===== config.mk =====
export PLATFORM = sky130hd
export DESIGN_NAME = dilithium_stream_adapter_flat
export DESIGN_NICKNAME = d
export VERILOG_FILES = /design/src/rtl/dilithium_adapter_pkg.sv /design/src/rtl/dilithium_stream_adapter_if.sv /design/src/rtl/adapter_sync_fifo.sv /design/src/rtl/dilithium_stream_adapter.sv /design/src/flat_wrapper.sv
export SDC_FILE = /design/constraint.sdc
export NUM_CORES = 1
export LEC_CHECK = 0
export BUFFER_PORTS_ARGS = -buffer_cell sky130_fd_sc_hd__buf_2
export CORE_ASPECT_RATIO = 0.6
export CORE_MARGIN = 2
export CORE_UTILIZATION = 35
export CTS_CLUSTER_SIZE = 14
export DETAILED_ROUTE_END_ITERATION = 8
export GPL_TIMING_DRIVEN = 0
export REMOVE_ABC_BUFFERS = 1
export SLEW_MARGIN = 15
export SYNTH_ARGS = -nofsm -noshare
export SYNTH_HDL_FRONTEND = slang
export SYNTH_SLANG_ARGS = --single-unit
export TNS_END_PERCENT = 50

===== constraint.sdc =====
create_clock -name clk -period 4.8 [get_ports clk]
set_input_delay 0.96 -clock clk [delete_from_list [all_inputs] [get_ports clk]]
set_output_delay 0.96 -clock clk [all_outputs]
set_load 0.02 [all_outputs]

===== src/rtl/dilithium_adapter_pkg.sv =====
// -----------------------------------------------------------------------------
// dilithium_adapter_pkg
// Shared types and constants for the Dilithium host-to-core stream adapter:
//   - state_t : adapter FSM states
//   - mode_t  : host mode encoding (keygen / sign / verify / illegal)
//   - DEF_OP_*: default core op codes
//   - CORE_W  : width of the core-side data streams
// -----------------------------------------------------------------------------
package dilithium_adapter_pkg;

    localparam int CORE_W = 32;

    typedef enum logic [1:0] {
        ST_IDLE  = 2'd0,
        ST_ISSUE = 2'd1,
        ST_RUN   = 2'd2,
        ST_FLUSH = 2'd3
    } state_t;

    typedef enum logic [1:0] {
        MODE_KEYGEN  = 2'd0,
        MODE_SIGN    = 2'd1,
        MODE_VERIFY  = 2'd2,
        MODE_ILLEGAL = 2'd3
    } mode_t;

    localparam logic [3:0] DEF_OP_KEYGEN = 4'h1;
    localparam logic [3:0] DEF_OP_SIGN   = 4'h2;
    localparam logic [3:0] DEF_OP_VERIFY = 4'h3;

endpackage


===== src/rtl/dilithium_stream_adapter_if.sv =====
// -----------------------------------------------------------------------------
// dilithium_stream_adapter_if
// Host-side streams of the Dilithium stream adapter.
//   valid_i / ready_i / data_i : host -> adapter input stream (BUS_W bits)
//   valid_o / ready_o / data_o : adapter -> host output stream (BUS_W bits)
// Modports:
//   master : the external bus master (drives input stream, accepts output)
//   slave  : the adapter
// -----------------------------------------------------------------------------
interface dilithium_stream_adapter_if #(
    parameter int BUS_W = 64
);
    logic             valid_i;
    logic             ready_i;
    logic [BUS_W-1:0] data_i;
    logic             valid_o;
    logic             ready_o;
    logic [BUS_W-1:0] data_o;

    modport master (
        output valid_i, data_i, ready_o,
        input  ready_i, valid_o, data_o
    );

    modport slave (
        input  valid_i, data_i, ready_o,
        output ready_i, valid_o, data_o
    );
endinterface


===== src/rtl/adapter_sync_fifo.sv =====
// -----------------------------------------------------------------------------
// adapter_sync_fifo
// Synchronous 32-bit FIFO buffering core output words. One word may be pushed
// and up to two words popped per cycle, so a 64-bit packer can drain it at the
// rate the core fills it.
// Ports:
//   clk, rst_n       clock, asynchronous active-low reset (pointers/count)
//   push, wr_data    write request and word; ignored when full unless a pop
//                    happens in the same cycle
//   pop_cnt          number of words (0..2) removed this cycle; the caller
//                    never pops more than count
//   rd_data0/1       oldest and second-oldest word (combinational read)
//   full, empty      status flags
//   count            number of stored words
// Parameter: DEPTH (power of two, >= 2)
// -----------------------------------------------------------------------------
module adapter_sync_fifo
    import dilithium_adapter_pkg::*;
#(
    parameter  int DEPTH = 8,
    localparam int AW    = $clog2(DEPTH),
    localparam int CW    = AW + 1
) (
    input  logic              clk,
    input  logic              rst_n,
    input  logic              push,
    input  logic [CORE_W-1:0] wr_data,
    input  logic [1:0]        pop_cnt,
    output logic [CORE_W-1:0] rd_data0,
    output logic [CORE_W-1:0] rd_data1,
    output logic              full,
    output logic              empty,
    output logic [CW-1:0]     count
);

    logic [CORE_W-1:0] mem [DEPTH];
    logic [AW-1:0]     wr_ptr;
    logic [AW-1:0]     rd_ptr;
    logic              push_ok;

    assign full     = (count == CW'(DEPTH));
    assign empty    = (count == '0);
    // A push into a full FIFO is fine when a pop frees a slot in the same cycle.
    assign push_ok  = push && (!full || (pop_cnt != 2'd0));
    assign rd_data0 = mem[rd_ptr];
    assign rd_data1 = mem[rd_ptr + AW'(1)];

    always_ff @(posedge clk) begin
        if (push_ok) begin
            mem[wr_ptr] <= wr_data;
        end
    end

    always_ff @(posedge clk or negedge rst_n) begin
        if (!rst_n) begin
            wr_ptr <= '0;
            rd_ptr <= '0;
            count  <= '0;
        end else begin
            if (push_ok) begin
                wr_ptr <= wr_ptr + AW'(1);
            end
            rd_ptr <= rd_ptr + AW'(pop_cnt);
            count  <= count + CW'(push_ok) - CW'(pop_cnt);
        end
    end

endmodule


===== src/rtl/dilithium_stream_adapter.sv =====
// -----------------------------------------------------------------------------
// dilithium_stream_adapter
// Host-to-core adapter for a Dilithium core. Turns start/mode into a core op
// handshake, width-converts the BUS_W host input stream to the 32-bit core
// input stream, buffers 32-bit core output words in a FIFO and packs them back
// to BUS_W for the host, signals completion and latches the sign reject flag.
//
// Ports:
//   clk, rst_n                     clock, asynchronous active-low reset
//   start, mode                    op request (sampled in IDLE only)
//   host (slave modport)           host input and output streams
//   done, err                      one-cycle completion / illegal-mode pulses
//   sign_reject                    latched reject flag of the last sign op
//   op_in, op_valid_in, ready_out  core op handshake; ready_out also marks
//                                  core idle (its rising edge in RUN = finished)
//   core_data_in/valid_in/ready_in core input stream (32 bit)
//   core_data_out/valid_out/ready_out core output stream (32 bit)
//   core_reject                    core reject indication
//   cycle_cnt                      busy-cycle counter, present only when the
//                                  macro DILITHIUM_ADAPTER_CYCLE_CNT_EN is defined
// Parameters: BUS_W (32 or 64), OUT_DEPTH (power of two >= 2),
//             OP_KEYGEN, OP_SIGN, OP_VERIFY (core op codes for mode 0/1/2)
// -----------------------------------------------------------------------------
module dilithium_stream_adapter
    import dilithium_adapter_pkg::*;
#(
    parameter int         BUS_W     = 64,
    parameter int         OUT_DEPTH = 8,
    parameter logic [3:0] OP_KEYGEN = DEF_OP_KEYGEN,
    parameter logic [3:0] OP_SIGN   = DEF_OP_SIGN,
    parameter logic [3:0] OP_VERIFY = DEF_OP_VERIFY
) (
    input  logic                clk,
    input  logic                rst_n,
    input  logic                start,
    input  logic [1:0]          mode,
    dilithium_stream_adapter_if.slave host,
    output logic                done,
    output logic                err,
    output logic                sign_reject,
    output logic [3:0]          op_in,
    output logic                op_valid_in,
    input  logic                ready_out,
    output logic [CORE_W-1:0]   core_data_in,
    output logic                core_valid_in,
    input  logic                core_ready_in,
    input  logic [CORE_W-1:0]   core_data_out,
    input  logic                core_valid_out,
    output logic                core_ready_out,
    input  logic                core_reject
`ifdef DILITHIUM_ADAPTER_CYCLE_CNT_EN
    ,
    output logic [31:0]         cycle_cnt
`endif
);

    localparam int CW = $clog2(OUT_DEPTH) + 1;

    if (BUS_W != 32 && BUS_W != 64) begin : g_bad_bus_w
        $error("dilithium_stream_adapter: BUS_W must be 32 or 64");
    end
    if (OUT_DEPTH < 2 || (OUT_DEPTH & (OUT_DEPTH - 1)) != 0) begin : g_bad_depth
        $error("dilithium_stream_adapter: OUT_DEPTH must be a power of two >= 2");
    end

    state_t            state;
    logic              ready_out_q;
    logic              is_sign;
    logic              in_run;

    logic              fifo_push;
    logic [1:0]        pop_cnt;
    logic [CORE_W-1:0] rd_data0;
    logic [CORE_W-1:0] rd_data1;
    logic              fifo_full;
    logic              fifo_empty;
    logic [CW-1:0]     fifo_count;

    logic              out_valid;
    logic [BUS_W-1:0]  out_data;
    logic              out_free;

    function automatic logic [3:0] op_code(input mode_t m);
        case (m)
            MODE_SIGN:   return OP_SIGN;
            MODE_VERIFY: return OP_VERIFY;
            default:     return OP_KEYGEN;
        endcase
    endfunction

    assign in_run         = (state == ST_RUN);
    assign core_ready_out = ((state == ST_RUN) || (state == ST_FLUSH)) && !fifo_full;
    assign fifo_push      = core_valid_out && core_ready_out;
    assign out_free       = !out_valid || host.ready_o;
    assign host.valid_o   = out_valid;
    assign host.data_o    = out_data;

    // ---------------------------------------------------------------------
    // Control FSM
    // ---------------------------------------------------------------------
    always_ff @(posedge clk or negedge rst_n) begin
        if (!rst_n) begin
            state       <= ST_IDLE;
            ready_out_q <= 1'b0;
            is_sign     <= 1'b0;
            op_in       <= 4'h0;
            op_valid_in <= 1'b0;
            done        <= 1'b0;
            err         <= 1'b0;
            sign_reject <= 1'b0;
`ifdef DILITHIUM_ADAPTER_CYCLE_CNT_EN
            cycle_cnt   <= 32'h0;
`endif
        end else begin
            done        <= 1'b0;
            err         <= 1'b0;
            ready_out_q <= ready_out;

`ifdef DILITHIUM_ADAPTER_CYCLE_CNT_EN
            if (state != ST_IDLE && cycle_cnt != 32'hFFFF_FFFF) begin
                cycle_cnt <= cycle_cnt + 32'h1;
            end
`endif

            if (is_sign && core_reject && state != ST_IDLE) begin
                sign_reject <= 1'b1;
            end

            case (state)
                ST_IDLE: begin
                    if (start) begin
                        if (mode_t'(mode) == MODE_ILLEGAL) begin
                            err <= 1'b1;
                        end else begin
                            op_in       <= op_code(mode_t'(mode));
                            op_valid_in <= 1'b1;
                            is_sign     <= (mode_t'(mode) == MODE_SIGN);
                            sign_reject <= 1'b0;
                            state       <= ST_ISSUE;
`ifdef DILITHIUM_ADAPTER_CYCLE_CNT_EN
                            cycle_cnt   <= 32'h0;
`endif
                        end
                    end
                end
                ST_ISSUE: begin
                    if (ready_out) begin
                        op_valid_in <= 1'b0;
                        state       <= ST_RUN;
                    end
                end
                ST_RUN: begin
                    // ready_out was high during the op handshake, so only a
                    // fresh low-to-high transition means the core finished.
                    if (ready_out && !ready_out_q) begin
                        state <= ST_FLUSH;
                    end
                end
                ST_FLUSH: begin
                    if (fifo_empty && !out_valid) begin
                        done  <= 1'b1;
                        state <= ST_IDLE;
                    end
                end
                default: state <= ST_IDLE;
            endcase
        end
    end

    // ---------------------------------------------------------------------
    // Input gearbox: host words -> 32-bit core words
    // ---------------------------------------------------------------------
    if (BUS_W == 64) begin : g_in64
        logic [2*CORE_W-1:0] hold_data;
        logic                hold_full;
        logic                hold_hi;

        // The holding register frees in the cycle its high half is taken,
        // letting the next host word in without a bubble.
        assign host.ready_i = in_run &&
                              (!hold_full || (hold_hi && core_valid_in && core_ready_in));

        always_ff @(posedge clk or negedge rst_n) begin
            if (!rst_n) begin
                hold_data     <= '0;
                hold_full     <= 1'b0;
                hold_hi       <= 1'b0;
                core_data_in  <= '0;
                core_valid_in <= 1'b0;
            end else if (host.valid_i && host.ready_i) begin
                hold_data     <= host.data_i;
                hold_full     <= 1'b1;
                hold_hi       <= 1'b0;
                core_data_in  <= host.data_i[CORE_W-1:0];
                core_valid_in <= 1'b1;
            end else if (core_valid_in && core_ready_in) begin
                if (!hold_hi) begin
                    core_data_in <= hold_data[2*CORE_W-1:CORE_W];
                    hold_hi      <= 1'b1;
                end else begin
                    core_valid_in <= 1'b0;
                    hold_full     <= 1'b0;
                    hold_hi       <= 1'b0;
                end
            end
        end
    end else begin : g_in32
        assign host.ready_i = in_run && (!core_valid_in || core_ready_in);

        always_ff @(posedge clk or negedge rst_n) begin
            if (!rst_n) begin
                core_data_in  <= '0;
                core_valid_in <= 1'b0;
            end else if (host.valid_i && host.ready_i) begin
                core_data_in  <= host.data_i;
                core_valid_in <= 1'b1;
            end else if (core_valid_in && core_ready_in) begin
                core_valid_in <= 1'b0;
            end
        end
    end

    // ---------------------------------------------------------------------
    // Output buffer
    // ---------------------------------------------------------------------
    adapter_sync_fifo #(
        .DEPTH (OUT_DEPTH)
    ) u_out_fifo (
        .clk      (clk),
        .rst_n    (rst_n),
        .push     (fifo_push),
        .wr_data  (core_data_out),
        .pop_cnt  (pop_cnt),
        .rd_data0 (rd_data0),
        .rd_data1 (rd_data1),
        .full     (fifo_full),
        .empty    (fifo_empty),
        .count    (fifo_count)
    );

    // ---------------------------------------------------------------------
    // Output packer: FIFO words -> host words, first word in the low half
    // ---------------------------------------------------------------------
    if (BUS_W == 64) begin : g_out64
        // Pairs are popped only when both halves are present; a lone word is
        // released zero-padded once the core has finished.
        always_comb begin
            pop_cnt = 2'd0;
            if (out_free) begin
                if (fifo_count >= CW'(2)) begin
                    pop_cnt = 2'd2;
                end else if (state == ST_FLUSH && fifo_count == CW'(1)) begin
                    pop_cnt = 2'd1;
                end
            end
        end

        always_ff @(posedge clk or negedge rst_n) begin
            if (!rst_n) begin
                out_valid <= 1'b0;
                out_data  <= '0;
            end else if (pop_cnt == 2'd2) begin
                out_valid <= 1'b1;
                out_data  <= {rd_data1, rd_data0};
            end else if (pop_cnt == 2'd1) begin
                out_valid <= 1'b1;
                out_data  <= {{CORE_W{1'b0}}, rd_data0};
            end else if (out_free) begin
                out_valid <= 1'b0;
            end
        end
    end else begin : g_out32
        always_comb begin
            pop_cnt = 2'd0;
            if (out_free && !fifo_empty) begin
                pop_cnt = 2'd1;
            end
        end

        always_ff @(posedge clk or negedge rst_n) begin
            if (!rst_n) begin
                out_valid <= 1'b0;
                out_data  <= '0;
            end else if (pop_cnt == 2'd1) begin
                out_valid <= 1'b1;
                out_data  <= rd_data0;
            end else if (out_free) begin
                out_valid <= 1'b0;
            end
        end
    end

endmodule


===== src/flat_wrapper.sv =====
// flat-port wrapper written by rule: the top's interface ports become plain ports
module dilithium_stream_adapter_flat import dilithium_adapter_pkg::*;
#(
    parameter int         BUS_W     = 64,
    parameter int         OUT_DEPTH = 8,
    parameter logic [3:0] OP_KEYGEN = DEF_OP_KEYGEN,
    parameter logic [3:0] OP_SIGN   = DEF_OP_SIGN,
    parameter logic [3:0] OP_VERIFY = DEF_OP_VERIFY
)
  (clk, rst_n, start, mode, done, err, sign_reject, op_in, op_valid_in, ready_out, core_data_in, core_valid_in, core_ready_in, core_data_out, core_valid_out, core_ready_out, core_reject, host_valid_i, host_data_i, host_ready_o, host_ready_i, host_valid_o, host_data_o);
  dilithium_stream_adapter_if #(.BUS_W(BUS_W)) host_i ();
  input  logic clk;
  input  logic rst_n;
  input  logic start;
  input  logic [1:0] mode;
  output logic done;
  output logic err;
  output logic sign_reject;
  output logic [3:0] op_in;
  output logic op_valid_in;
  input  logic ready_out;
  output logic [CORE_W-1:0] core_data_in;
  output logic core_valid_in;
  input  logic core_ready_in;
  input  logic [CORE_W-1:0] core_data_out;
  input  logic core_valid_out;
  output logic core_ready_out;
  input  logic core_reject;
  input wire logic [$bits(host_i.valid_i)-1:0] host_valid_i;
  input wire logic [$bits(host_i.data_i)-1:0] host_data_i;
  input wire logic [$bits(host_i.ready_o)-1:0] host_ready_o;
  output wire logic [$bits(host_i.ready_i)-1:0] host_ready_i;
  output wire logic [$bits(host_i.valid_o)-1:0] host_valid_o;
  output wire logic [$bits(host_i.data_o)-1:0] host_data_o;
  assign host_i.valid_i = host_valid_i;
  assign host_i.data_i = host_data_i;
  assign host_i.ready_o = host_ready_o;
  assign host_ready_i = host_i.ready_i;
  assign host_valid_o = host_i.valid_o;
  assign host_data_o = host_i.data_o;
  dilithium_stream_adapter #(.BUS_W(BUS_W), .OUT_DEPTH(OUT_DEPTH), .OP_KEYGEN(OP_KEYGEN), .OP_SIGN(OP_SIGN), .OP_VERIFY(OP_VERIFY)) u_core (.clk(clk), .rst_n(rst_n), .start(start), .mode(mode), .host(host_i), .done(done), .err(err), .sign_reject(sign_reject), .op_in(op_in), .op_valid_in(op_valid_in), .ready_out(ready_out), .core_data_in(core_data_in), .core_valid_in(core_valid_in), .core_ready_in(core_ready_in), .core_data_out(core_data_out), .core_valid_out(core_valid_out), .core_ready_out(core_ready_out), .core_reject(core_reject));
endmodule

==> impl_metrics.toml, run 1 <==
[synth]
yosysWarnings = 0
synth_largest_area_cell = "edfxtp_1"
yosysTopAreaCellShare = 0.434
yosysSeqAreaShare = 0.648
syn_area_mm2 = 0.0177
synth_area_leaders = "edfxtp_1 43%, dfrtp_1 21%, mux2i_1 11%"
ys_ff_latch = 407
synth.distinct_cells = 41
syn_area_per_cell_um2 = 13.5
postSynthCellCount = 1314

[placed_design]
io_buffers = 212
dp_hpwl_um = 29700
place_area_mm2 = 0.0201
place_congestion = 0.724
dp_cells = 2128

[floorplanning]
core-area_mm2 = 0.0497
fp.dieH_um = 178
start_util = 0.356
top_level_ports = 215
num_rows = 63
die_w_um = 294
dieArea_mm2 = 0.0524

[sta]
fin_crit_sh = 0.767
skew_ns = 0.0193
maxSlewViolCount = 0
setup_viol = 0
worst_pin_slew_ns = 0.859
slew_headroom = 0.425
fin_crit_ns = 3.68
grt_setup_unrepaired = "no"
max_freq_mhz = 272
finalHoldViolCount = 0

[routing]
wl_per_cell_um = 20.4
dr.pass1.iters = 5
drc = 0
postRouteWirelength_um = 44900
detail_route.vias_per_cell = 5.19
num_vias = 11400
ant_nets = 0
dr.first_iter.drc_count = 702

[grt]
overflow = 0
first_global_vias = 11400
grt_max_degree = 98
grt_pass1_wl_um = 68000
antenna_found_initial = 2
track_usage = 0.170

[finish]
fin_cells = 2204
layout_common_cells = "256 x edfxtp_1, 211 x buf_2, 192 x mux2i_1, 150 x dfrtp_1, 142 x nand2_1"
layout_commonest_cell = "edfxtp_1"
final_nets = 1648
drive_gt1_frac = 0.235
area_growth_pct = 20.9
design_area_mm2 = 0.0214

[power]
vdd_ir_drop_max_mv = 0.389
p_leak_nw = 8.45
power.density_mw_per_mm2 = 698

[clock_network]
clock_latency_ns = 0.55
cts_resized = 0
clkTransAtPathRegs_ns = 0.06
cts_setup_buffers = 0
cts_inserted_buffers = 40
cts.path.max_buffers = 3
cts_root_buf = "clkbuf_16"
htree_levels = 2
cts_tree = "built"
ctsHoldBuffers = 0
clock-sinks = 407

[hold_path]
hold_class = "input port to asynchronous set/reset pin"

[flow_run]
cap_violations = 0

[worst_setup_path]
crit_type = "flop to flop"
max_stage_delay_ns = 0.66
critPathCaptureType = "flop"
path_cells = "inv_1, ha_1, and2b_2, nand2b_1, ha_4, buf_16, nand3b_1, buf_8, buf_8, o22ai_1, o22ai_1, o21ai_1"
start_kind = "flop"
required_ns = 5.26
critPathMaxFanout = 58
slowest_stage = "ha_4"
cp.arrival_ns = 4.14

[outcome]
status = "finished clean"
-- metrics by stage --
stage | utilization | setup WS (ns) | total power, W | hold WS (ns) | setup TNS [ns]
floorplan | - | -5.29 | 0.00936 | 0.432 | -272.03
global placement | 0.387 | -10.59 | 0.0110 | 0.443 | -717.04
detailed placement | 0.404 | 0.672 | 0.0118 | 0.450 | 0
CTS | 0.431 | 1.11 | 0.0151 | 0.347 | 0
global route | 0.431 | 0.915 | 0.0158 | 0.360 | 0
finish | 0.431 | 1.12 | 0.0149 | 0.331 | 0
-- layer usage --
metal,global-route usage,part of all wire,vias to the layer above
met3,0.0304,0.060,82
met4,0.0514,0.023,2
met2,0.263,0.45,324
li1,-,-,5284
met5,0,0.00029,-
met1,0.244,0.46,5745
-- logic make-up after synthesis --
logic type,synth area share
compound gates,0.0848
xor+xnor,0.00347
fa+ha+maj,0.0157
buf+inv,0.0383
flops,0.648
mux,0.151
other cells,0.000212
simple gates,0.0583
-- state kept, by name (all words and copies together) (netlist names) --
signal and count:
u_core.done 1, u_core.sign_reject 1, u_core.err 1, u_core.u_out_fifo.mem 256, u_core.u_out_fifo.count 4, u_core.core_data_in 32
u_core.is_sign 1, u_core.g_in64.hold_hi 1, u_core.state 2, u_core.ready_out_q 1, u_core.op_valid_in 1, u_core.host.valid_o 1
u_core.u_out_fifo.rd_ptr 3, u_core.u_out_fifo.wr_ptr 3, u_core.g_in64.hold_data 32, u_core.core_valid_in 1, u_core.host.data_o 64, u_core.op_in 2
-- Yosys cell counts (all sizes together) --
cell type and n:
a21o 1, and2 2, a31oi 32, a21oi 4
nor3 3, conb 1, nor2b 5, nand2b 8
clkbuf 47, a211oi 1, clkinvlp 1, xnor2 4
a311oi 1, a22o 1, or4b 1, nand2 142
a222oi 1, o21ai 68, nand4 1, buf 38
dfrtp 151, inv 81, nand3b 2, a22oi 65
mux2 3, a21bo 1, ha 19, and2b 1
o22ai 63, xor2 3, nand3 34, mux2i 192
and3 1, fa 2, edfxtp 256, mux4 32
nor2 46
-- power breakdown --
part	internal, W	switching (W)
combinational	0.00268	0.00394
clock	0.00186	0.00136
sequential	0.00462	0.000492
-- critical path, delay by kind of cell (launching register included) --
kind / cells / cell delay, ns
AND/OR/NAND/NOR: 3 / 0.95
buffers and inverters: 4 / 0.90
adder cells (fa/ha/maj): 2 / 0.87
AO/OA/AOI/OAI: 3 / 0.53
flip-flops: 1 / 0.32
-- final timing paths --
kind | from | end | slack (ns) | cells after the start
worst max-delay path | u_core.u_out_fifo.count[2] | u_core.host.data_o[51] | 1.12 | 12
worst min-delay path | rst_n | u_core.op_in[1] | 0.33 | 1
worst max register to register | u_core.u_out_fifo.count[2] | u_core.host.data_o[51] | 1.12 | 12
worst min register to register | u_core.g_in64.hold_data[48] | u_core.g_in64.hold_data[48] | 0.46 | 2
max in group asynchronous | rst_n | u_core.g_in64.hold_data[57] | 3.59 | 2
min in group clk | u_core.g_in64.hold_data[48] | u_core.g_in64.hold_data[48] | 0.46 | 2
-- cell type report --
type,instances,area (um^2)
clock buffer,49,1070
inverter,82,309
sequential,407,11500
tap,650,813
fill,4493,28300
timing repair buffer,248,1780
clock inverter,25,250
multi-input combinational,741,5700
antenna,2,5.00
Power figures use the tool's default switching activity.
==> inputs of run 2 (changes only) <==
clock period = 3.6 ns   (was 4.8 ns; I/O delays follow)
==> run 2 against run 1 <==
  * Final area rose by 0.16%
  * Combinational power rose by 34%
  * Flip-flop and latch count is the same
  * Maximum frequency is 11% higher
  * Critical path depth decreased by 3
  * Worst setup slack got worse by 0.85 ns
  * Clock power is 33% higher
  * First-iteration DRC count is 13% higher
  * Non-clock buffer count is 2 higher
  * Register-to-register slack got worse by 0.85 ns
  * Critical endpoint is now u_core.u_out_fifo.mem[0][1]
  * Largest power group unchanged
==> impl_metrics.toml, run 2 (synthesis results as in run 1) <==
[outcome]
status = "finished clean"

[finish]
fillers = 4492
fin_cells = 2206
largest-register = "u_core.u_out_fifo.mem"
area_growth_pct = 21.1
layout_common_cells = "256 x edfxtp_1, 211 x buf_2, 192 x mux2i_1, 150 x dfrtp_1, 142 x nand2_1"
largest_reg_flops = 256
final_nets = 1650
drive_gt1_frac = 0.236
layout_commonest_cell = "edfxtp_1"

[routing]
dr.first_iter.drc_count = 791
postRouteWirelength_um = 45100
num_vias = 11500
ant_nets = 0
wl_per_cell_um = 20.4
detail_route.vias_per_cell = 5.21
drc = 0
dr.pass1.iters = 5

[worst_setup_path]
critPathMaxFanout = 8
crit_type = "flop to flop"
start_kind = "flop"
critPathCaptureType = "flop"
cp.arrival_ns = 3.58
required_ns = 3.85

[sta]
grt_setup_unrepaired = "no"
setup_viol = 0
skew_ns = 0.0204
finalHoldViolCount = 0
worst_pin_slew_ns = 0.841
maxSlewViolCount = 0
slew_headroom = 0.437
holdWs_ns = 0.0924
final.setup.tns_ns = 0
fin_crit_sh = 0.924
max_freq_mhz = 301
fin_crit_ns = 3.33

[floorplanning]
top_level_ports = 215
core-area_mm2 = 0.0497
dieArea_mm2 = 0.0524
die_w_um = 294
fp.dieH_um = 178
start_util = 0.356
num_rows = 63

[grt]
first_global_vias = 11400
antenna_found_initial = 2
overflow = 0
grt_max_degree = 98
grt_pass1_wl_um = 68200
track_usage = 0.171

[hold_path]
hold_class = "input port to asynchronous set/reset pin"

[clock_network]
cts_tree = "built"
clock_latency_ns = 0.55
cts.path.max_buffers = 3
htree_levels = 2
clock-sinks = 407
clkTransAtPathRegs_ns = 0.06
cts_root_buf = "clkbuf_16"
cts_inserted_buffers = 40
ctsHoldBuffers = 0

[flow_run]
cap_violations = 0

[power]
power.density_mw_per_mm2 = 932
p_leak_nw = 8.47
vdd_ir_drop_max_mv = 0.519
p_total_w = 0.0200

[placed_design]
io_buffers = 212
dp_hpwl_um = 29700
dp_cells = 2128
place_congestion = 0.724
## run 2: changes by cell type in the layout (fill, tap and decap cells not counted), sizes merged
cell  previous run  this run
buf            248       250
## run 2: metal layers
metal | wire [um] | vias to the layer above | track usage
met5 | 13 | - | 0
met2 | 20400 | 339 | 0.264
met1 | 20900 | 5777 | 0.245
li1 | - | 5292 | -
met3 | 2670 | 85 | 0.0304
met4 | 1070 | 2 | 0.0514
## run 2: layout make-up
type / count / area (um^2) / share of cell area
Antenna cell: 2 / 5.00 / 0.000234
Multi-Input combinational cell: 741 / 5710 / 0.267
Clock inverter: 25 / 250 / 0.0117
Inverter: 82 / 309 / 0.0144
Clock buffer: 49 / 1070 / 0.0497
Tap cell: 650 / 813 / 0.0380
Timing Repair Buffer: 250 / 1800 / 0.0841
Sequential cell: 407 / 11500 / 0.535
## run 2: worst paths after layout
check                                       startpoint  slack (ns)  cells after the start                     endpoint
setup / recovery                       u_core.state[0]        0.27                      9  u_core.u_out_fifo.mem[0][1]
hold / removal                                   rst_n        0.09                      1              u_core.op_in[1]
setup reg to reg                       u_core.state[0]        0.27                      9  u_core.u_out_fifo.mem[0][1]
hold reg to reg            u_core.g_in64.hold_data[48]        0.46                      2  u_core.g_in64.hold_data[48]
max in group asynchronous                        rst_n        2.63                      2  u_core.g_in64.hold_data[57]
min in group clk                             ready_out        0.34                      1           u_core.ready_out_q
## run 2: through the flow
stage | setup slack (ns) | cell area (um^2) | util
after floorplan | -6.49 | 17300 | -
after global routing | 0.0784 | 21400 | 0.431
after global placement | -11.79 | 19200 | 0.387
final | 0.273 | 21400 | 0.432
after detailed placement | -0.288 | 20100 | 0.404
after CTS | 0.0291 | 21400 | 0.431
## run 2: what timing repair did
item,in CTS,in global routing
gates cloned,0,0
pin swaps,1,1
gates resized for setup,0,2
setup buffers,1,1
setup endpoints to repair,6,36
## run 2: worst max-delay path, stage by stage, from the launching register on
cell and delay [ns]:
dfrtp_1 0.40, inv_1 0.10, ha_1 0.33, nor2_1 0.13, a211oi_2 0.59, nand2b_1 0.40
nor3_4 0.51, buf_6 0.23, buf_6 0.17, buf_6 0.16
## run 2: power by group
| group | switching, W | internal (W) |
|---|---|---|
| combinational | 0.00527 | 0.00359 |
| clock | 0.00180 | 0.00247 |
| sequential | 0.000664 | 0.00616 |
| total | 0.00774 | 0.0122 |
==> inputs of run 3 (changes only) <==
BUFFER_PORTS_ARGS = -buffer_cell sky130_fd_sc_hd__clkbuf_2   (was -buffer_cell sky130_fd_sc_hd__buf_2)
PLACE_DENSITY = 0.58   (was not set)
SETUP_SLACK_MARGIN = 0.05   (was not set)
==> run 3 against run 2 <==
  * Via count grew 0.94%
  * Maximum frequency decreased by 0.13%
  * Final area up 0.85%
  * Critical path depth stayed put
  * Critical endpoint is now u_core.u_out_fifo.mem[0][20]
==> impl_metrics.toml, run 3 (synthesis results as in run 1) <==
[hold_path]
hold_class = "input port to asynchronous set/reset pin"

[sta]
finalHoldViolCount = 0
timing.final.ws_setup_ns = 0.269
worst_pin_slew_ns = 0.903
max_freq_mhz = 300
fin_crit_ns = 3.33
setup_viol = 0
fin_crit_sh = 0.925
skew_ns = 0.0262
maxSlewViolCount = 0
slew_headroom = 0.397
grt_setup_unrepaired = "no"

[power]
swShare = 0.388
power.density_mw_per_mm2 = 938
seqPwrFrac = 0.339
p_total_w = 0.0203
vdd_ir_drop_max_mv = 0.508
p_leak_nw = 8.58
internal_power_w = 0.0124
pwr-share-clk = 0.221
share_comb_of_total_power = 0.441
switchingPower_w = 0.00787

[worst_setup_path]
max_stage_delay_ns = 0.52
required_ns = 3.86
cp.arrival_ns = 3.59
crit_type = "flop to flop"
slowest_stage = "nor3_4"
critPathMaxFanout = 8
cp_common_cell = "buf_4"
start_kind = "flop"
path_cells = "inv_1, ha_1, nor2_1, a211oi_4, nand2b_1, nor3_4, buf_4, buf_4, buf_4"
critPathCaptureType = "flop"

[finish]
largest-register = "u_core.u_out_fifo.mem"
layout_common_cells = "256 x edfxtp_1, 211 x clkbuf_2, 192 x mux2i_1, 150 x dfrtp_1, 142 x nand2_1"
fin_cells = 2212
drive_gt1_frac = 0.242
fin_util = 0.435
final_nets = 1655
layout_commonest_cell = "edfxtp_1"
area_growth_pct = 22.1
largest_reg_flops = 256
design_area_mm2 = 0.0216

[routing]
postRouteWirelength_um = 46700
drc = 0
wl_per_cell_um = 21.1
detail_route.vias_per_cell = 5.25
ant_nets = 0
dr.pass1.iters = 7
num_vias = 11600
dr.first_iter.drc_count = 805

[clock_network]
cts_tree = "built"
htree_levels = 2
clkTransAtPathRegs_ns = 0.06
clock_latency_ns = 0.56
cts_root_buf = "clkbuf_16"
clock-sinks = 407
cts_inserted_buffers = 41
cts.path.max_buffers = 3

[flow_run]
cap_violations = 0

[placed_design]
place_ws_ns = -0.159
io_buffers = 212
dp_cells = 2133
dp_hpwl_um = 30900
place_congestion = 0.721
place_area_mm2 = 0.0202

[floorplanning]
start_util = 0.356
fp.dieH_um = 178
top_level_ports = 215
dieArea_mm2 = 0.0524
core-area_mm2 = 0.0497
num_rows = 63
die_w_um = 294

[grt]
grt_pass1_wl_um = 69500
track_usage = 0.174
grt_max_degree = 88
antenna_found_initial = 2
first_global_vias = 11500
overflow = 0

[outcome]
status = "finished clean"
run 3: metal layers:
layer  routed length [um]  vias to the layer above  track usage
li1                     -                     5312            -
met1                21200                     5873        0.247
met2                21600                      341        0.275
met3                 3050                       77       0.0340
met4                  835                        0       0.0440
met5                    0                        -            0
run 3: power groups by stage:
| stage | sequential, W | clock [W] | combinational, W |
|---|---|---|---|
| final | 0.00686 | 0.00447 | 0.00893 |
| after global routing | 0.00700 | 0.00477 | 0.00971 |
| after CTS | 0.00687 | 0.00458 | 0.00898 |
| after detailed placement | 0.00696 | 0 | 0.00894 |
| after global placement | 0.00704 | 0 | 0.00724 |
| after floorplan | 0.00766 | 0 | 0.00430 |
run 3: worst max-delay path: cells and delay by family (launching register included):
| family | cells | cell delay [ns] |
|---|---|---|
| and+or+nand+nor | 3 | 1.03 |
| buffers and inverters | 4 | 0.78 |
| AOI/OAI and AO/OA | 1 | 0.49 |
| adders and majority gates | 1 | 0.33 |
| DFF | 1 | 0.40 |
run 3: metrics by stage:
| step | setup TNS, ns | hold WS (ns) |
|---|---|---|
| final | 0 | 0.148 |
| after global routing | 0 | 0.188 |
| after CTS | 0 | 0.161 |
| after detailed placement | -0.825 | 0.450 |
| after global placement | -1394.39 | 0.443 |
| after floorplan | -378.57 | 0.424 |
run 3: final timing paths:
path / from / slack, ns / depth (start not counted) / to
setup / recovery: u_core.state[0] / 0.27 / 9 / u_core.u_out_fifo.mem[0][20]
hold / removal: rst_n / 0.15 / 1 / u_core.op_in[0]
setup reg to reg: u_core.state[0] / 0.27 / 9 / u_core.u_out_fifo.mem[0][20]
hold reg to reg: u_core.g_in64.hold_data[54] / 0.46 / 2 / u_core.g_in64.hold_data[54]
max in group asynchronous: rst_n / 2.56 / 2 / u_core.host.data_o[24]
min in group clk: ready_out / 0.33 / 1 / u_core.ready_out_q
run 3: cell type report:
| class | count | area (um^2) |
|---|---|---|
| diodes | 2 | 5.00 |
| clock buffers | 51 | 1110 |
| clock inverters | 25 | 294 |
| fillers | 4461 | 28000 |
| inverters | 82 | 309 |
| multi-input cells | 741 | 5720 |
| flip-flops and latches | 407 | 11500 |
| well taps | 650 | 813 |
| repair buffers | 254 | 1890 |
run 3: timing repair:
| action | in CTS | in global routing |
|---|---|---|
| gates resized for setup | 2 | 0 |
| setup buffers | 0 | 1 |
| endpoints found under the setup margin | 15 | 5 |
| hold buffers | 0 | 0 |
| pin swaps | 0 | 1 |
